`config.mk`:
```
export PLATFORM = sky130hd
export DESIGN_NAME = counter_sched
export DESIGN_NICKNAME = d
export VERILOG_FILES = /design/src/rtl/counter_sched.sv
export SDC_FILE = /design/constraint.sdc
export NUM_CORES = 1
export LEC_CHECK = 0
export BUFFER_PORTS_ARGS = -buffer_cell sky130_fd_sc_hd__buf_2
export CAP_MARGIN = 40
export CORE_UTILIZATION = 40
export DETAILED_ROUTE_END_ITERATION = 16
export PLACE_DENSITY_LB_ADDON = 0.05
export SLEW_MARGIN = 20
export SYNTH_ARGS = -nofsm -noshare
export SYNTH_HDL_FRONTEND = slang
export SYNTH_SLANG_ARGS = --single-unit
```
`constraint.sdc`:
```
create_clock -name clk -period 3.2 [get_ports clk]
set_input_delay 0.8 -clock clk [delete_from_list [all_inputs] [get_ports clk]]
set_output_delay 0.8 -clock clk [all_outputs]
set_load 0.01 [all_outputs]
```
`src/rtl/counter_sched.sv`:
```
`default_nettype none
// +----------------------------------------------------------------------+
// | Module      : counter_sched                                          |
// | Description : One preset-loadable W-bit up-counter time-shared among |
// |               N_REQ requesters with round-robin arbitration. Each    |
// |               grant runs an interval of len cycles, then pulses ack. |
// | Revision    : 1.0 - initial release                                  |
// +----------------------------------------------------------------------+
module counter_sched #(
  parameter int W     = 16,
  parameter int N_REQ = 4
) (
  input  logic               clk,
  input  logic               rst,
  input  logic [N_REQ-1:0]   req,
  input  logic [N_REQ*W-1:0] len,
  input  logic               abort,
  output logic [N_REQ-1:0]   gnt,
  output logic [N_REQ-1:0]   ack,
  output logic               busy,
  output logic [W-1:0]       cnt
);

  localparam int IW = (N_REQ > 1) ? $clog2(N_REQ) : 1;
  localparam logic [IW-1:0] LAST_RST = IW'(N_REQ - 1);
  localparam logic [IW:0]   N_WIDE   = (IW+1)'(N_REQ);

  typedef enum logic [1:0] {
    IDLE  = 2'd0,
    LOAD  = 2'd1,
    COUNT = 2'd2,
    DONE  = 2'd3
  } state_t;

  state_t           state, state_nx;
  logic [W-1:0]     cnt_nx;
  logic [N_REQ-1:0] gnt_nx;
  // last doubles as the owner index: it is updated to the winner on entry
  // to LOAD and is kept on abort, so it always names the current owner.
  logic [IW-1:0]    last, last_nx;
  logic [W-1:0]     len_arr [N_REQ];
  logic [W-1:0]     owner_len;
  logic [IW-1:0]    win;
  logic             found;
  logic [IW:0]      probe;

  generate
    for (genvar g = 0; g < N_REQ; g++) begin : g_len
      assign len_arr[g] = len[g*W +: W];
    end
  endgenerate

  assign owner_len = len_arr[last];

  // Round-robin search starting one past the previous owner, wrapping at N_REQ.
  always_comb begin
    win   = '0;
    found = 1'b0;
    probe = '0;
    for (int i = 1; i <= N_REQ; i++) begin
      probe = {1'b0, last} + (IW+1)'(i);
      if (probe >= N_WIDE) probe = probe - N_WIDE;
      if (!found && req[probe[IW-1:0]]) begin
        found = 1'b1;
        win   = probe[IW-1:0];
      end
    end
  end

  // Next-state, counter and grant logic; abort only acts in LOAD and COUNT.
  always_comb begin
    state_nx = state;
    cnt_nx   = cnt;
    gnt_nx   = gnt;
    last_nx  = last;
    case (state)
      IDLE: begin
        if (found) begin
          state_nx = LOAD;
          gnt_nx   = {{(N_REQ-1){1'b0}}, 1'b1} << win;
          last_nx  = win;
        end
      end
      LOAD: begin
        if (abort) begin
          state_nx = IDLE;
          gnt_nx   = '0;
        end else begin
          // Preset so that exactly len increments reach the wrap to zero.
          cnt_nx   = '0 - owner_len;
          state_nx = (owner_len != '0) ? COUNT : DONE;
        end
      end
      COUNT: begin
        if (abort) begin
          state_nx = IDLE;
          gnt_nx   = '0;
        end else begin
          cnt_nx = cnt + W'(1);
          if (cnt == '1) state_nx = DONE;
        end
      end
      DONE: begin
        state_nx = IDLE;
        gnt_nx   = '0;
      end
      default: begin
        state_nx = IDLE;
        gnt_nx   = '0;
      end
    endcase
  end

  // State and datapath registers with asynchronous active-low reset.
  always_ff @(posedge clk or negedge rst) begin
    if (!rst) begin
      state <= IDLE;
      cnt   <= '0;
      gnt   <= '0;
      last  <= LAST_RST;
    end else begin
      state <= state_nx;
      cnt   <= cnt_nx;
      gnt   <= gnt_nx;
      last  <= last_nx;
    end
  end

  assign busy = (state != IDLE);
  assign ack  = (state == DONE) ? gnt : '0;

endmodule
`default_nettype wire

```
==> out/qor.yml <==
crit_chain: "mux4_2 -> inv_1 -> ha_1 -> nor2b_1 -> nand4_2 -> or4_1 -> a32oi_1"
final_layout_size_suffix_gt1_share_pct: 41.2
p_leak_nw: 1.26
hold_path_class: "input pin to asynchronous set/reset pin"
grt_pass1_wl_um: 9920
setup_tns_ns: 0
ctsHtreeMaxLevel: 1
antenna_found_initial: 0
rows: 26
slowest_stage: "dfstp_2"
wl_um: 6020
place_inst: 394
crit_path_start_kind: "flop"
ant_nets: 0
grt_pass1_vias: 2003
cts_buffers: 3
grt_max_degree: 25
rsz0062_at_grt: "no"
grt.met3_usage_pct: 2.16
cts_root_buf: "clkbuf_8"
fin_cells: 398
die-area_um2: 5790
finalHoldViolCount: 0
max-slew-margin-rel_pct: 61.4
period_share_pct: 86.4
firstDrtPassIters: 4
async_flop_share_pct: 100
use_met2_pct: 34.5
worst-path-max-fanout: 18
cp_num_buf_inv: 1
power_frac_seq_pct: 30.2
stdcell_area_um2: 2820
postCtsResizedCells: 0
place_congestion: 0.794
nets: 407
end_kind: "flop"
synth_cells: 231
grt_util_all_layers_pct: 21.3
tritoncts: "done"
clk_pin_slew_ns: 0.10
required_ns: 3.40
status: "finished clean"
place_area_um2: 2770
numPortBuffers: 95
n_antenna_cell: 0
grt_use_met1_pct: 30.6
cts_buffer_depth: 2
hpwl_um: 4850
multi_input_area_um2: 1510
ys_warn_count: 0
first_iter_violations: 106
fmax_ghz: 0.362
combPwrFrac_pct: 60.9
slew_viol_final: 0
synth.net_count: 309
synth.distinct_cells: 48
seq_area_um2: 603
critPathArrivalTime_ns: 2.96
swShare_pct: 46.5
final_common_cell: "buf_2"
area_growth_pct: 28.4
die_height_um: 76.1
die_w_um: 76.1
fin_crit_ns: 2.76
synth-edff-count: 0
power_switching_mw: 1.13
fin_hold_ws_ns: 0.507
initial_core_util_pct: 42.2
coreArea_um2: 5200
grt_overflow: 0
viasPerCell: 5.41
io_pins: 96
powerDensity_nw_per_um2: 863
yosysSeqAreaShare_pct: 27.4
syn_area_per_cell_um2: 9.51
clk_latency_ns: 0.27
cts.sinks: 24
finClkSkew_ns: 0.00962
synth_seq_cells: 24
busiest_layer: "met2"
drc_errors: 0
post_cts_buffers: 0
dr_total_vias: 2154
worstMarginPinSlew_ns: 0.579
cts_hold_buf: 0
cpPeakStageDelay_ns: 0.87
vdd_drop_max_mv: 0.391
synth_area_um2: 2200
setup_viol: 0
synthFlopType: "dfrtp_1"
p_int_mw: 1.30
crit_type: "flop to flop"
wl_per_cell_um: 15.1
max_cap_viol_count: 0
clkPwrFrac_pct: 8.9
fillers: 510
critical_path.top_delay_family: "flip-flops"
final_cell_mix: "95 x buf_2, 22 x dfrtp_1, 20 x nor2_1"
[kinds of logic (layout without fill, tap and decap cells)]
logic type | count (synthesis) | count (layout) | share of synthesized area, %
simple gates | 91 | 91 | 23.1
compound gates | 49 | 49 | 14.3
mux | 27 | 27 | 22.0
flops | 24 | 24 | 27.4
buf+inv | 19 | 116 | 3.64
xor+xnor | 14 | 14 | 5.58
fa+ha+maj | 7 | 7 | 3.99
[worst reg2reg max path, cell delays in order (launching register included)]
cell	delay, ns
dfstp_2	0.87
mux4_2	0.60
inv_1	0.10
ha_1	0.17
nor2b_1	0.20
nand4_2	0.13
or4_1	0.42
a32oi_1	0.20
[power groups by stage]
stage	Clock (mW)	Combinational, mW	Sequential (mW)
after detailed placement	0	1.49	0.744
after global routing	0.233	1.64	0.782
after CTS	0.222	1.50	0.739
after global placement	0	1.48	0.739
after floorplan	0	1.09	0.675
final	0.216	1.48	0.735
[path summary, 6_finish.rpt]
kind	depth (start not counted)	endpoint	slack (ns)	startpoint
worst max-delay path	7	state[0]$_DFFE_PN0P_	0.44	last[0]$_DFFE_PN1P_
worst min-delay path	1	gnt[3]$_DFFE_PN0P_	0.51	rst
worst max register to register	7	state[0]$_DFFE_PN0P_	0.44	last[0]$_DFFE_PN1P_
worst min register to register	2	gnt[0]$_DFFE_PN0P_	0.52	gnt[0]$_DFFE_PN0P_
max in group asynchronous	1	cnt[6]$_DFFE_PN0P_	2.29	rst
min in group clk	2	gnt[0]$_DFFE_PN0P_	0.52	gnt[0]$_DFFE_PN0P_
[metal layers]
metal / vias up / wire length, um
met4: 0 / 55
met5: - / 0
met1: 997 / 2840
met3: 6 / 350
met2: 85 / 2770
li1: 1066 / -
[layout make-up]
cell class / instances / area share (%)
multi-input cells: 188 / 53.7
flip-flops and latches: 24 / 21.4
repair buffers: 101 / 18.4
well taps: 70 / 3.10
clock buffers: 4 / 1.95
inverters: 11 / 1.46
[flip-flops by register name, summed over array words and instances, names as in the netlist]
signal  cells
state       2
gnt         4
last        2
cnt        16
[Yosys cell counts (all sizes together) (4+ instances only)]
| cell type | instances | area share [%] |
|---|---|---|
| dfrtp | 22 | 25 |
| nor2 | 20 | 3.4 |
| mux4 | 16 | 17 |
| nand2 | 16 | 2.7 |
| o21ai | 15 | 3.4 |
| xnor2 | 12 | 4.8 |
| a21oi | 11 | 2.5 |
| inv | 11 | 1.9 |
| nand3 | 9 | 2.0 |
| nand2b | 8 | 2.3 |
| ha | 7 | 4.0 |
| mux2 | 7 | 3.6 |
| clkbuf | 6 | 1.0 |
| nand4 | 6 | 2.0 |
| nor4 | 6 | 2.7 |
| nand3b | 5 | 1.7 |
| nor2b | 5 | 1.4 |
| nor3 | 5 | 1.4 |
| a221oi | 4 | 1.6 |
| a22oi | 4 | 1.4 |
| and2 | 4 | 1.1 |
| mux2i | 4 | 1.8 |
[stage by stage]
| step | total power [mW] | util, % | worst slack [ns] |
|---|---|---|---|
| global route | 2.66 | 54.2 | 0.242 |
| floorplan | 1.76 | - | 0.329 |
| detailed placement | 2.24 | 53.1 | 0.405 |
| global placement | 2.22 | 53.0 | 0.477 |
| finish | 2.43 | 54.2 | 0.435 |
| CTS | 2.46 | 54.2 | 0.399 |
Note: power is estimated with default switching activity, not from simulation.
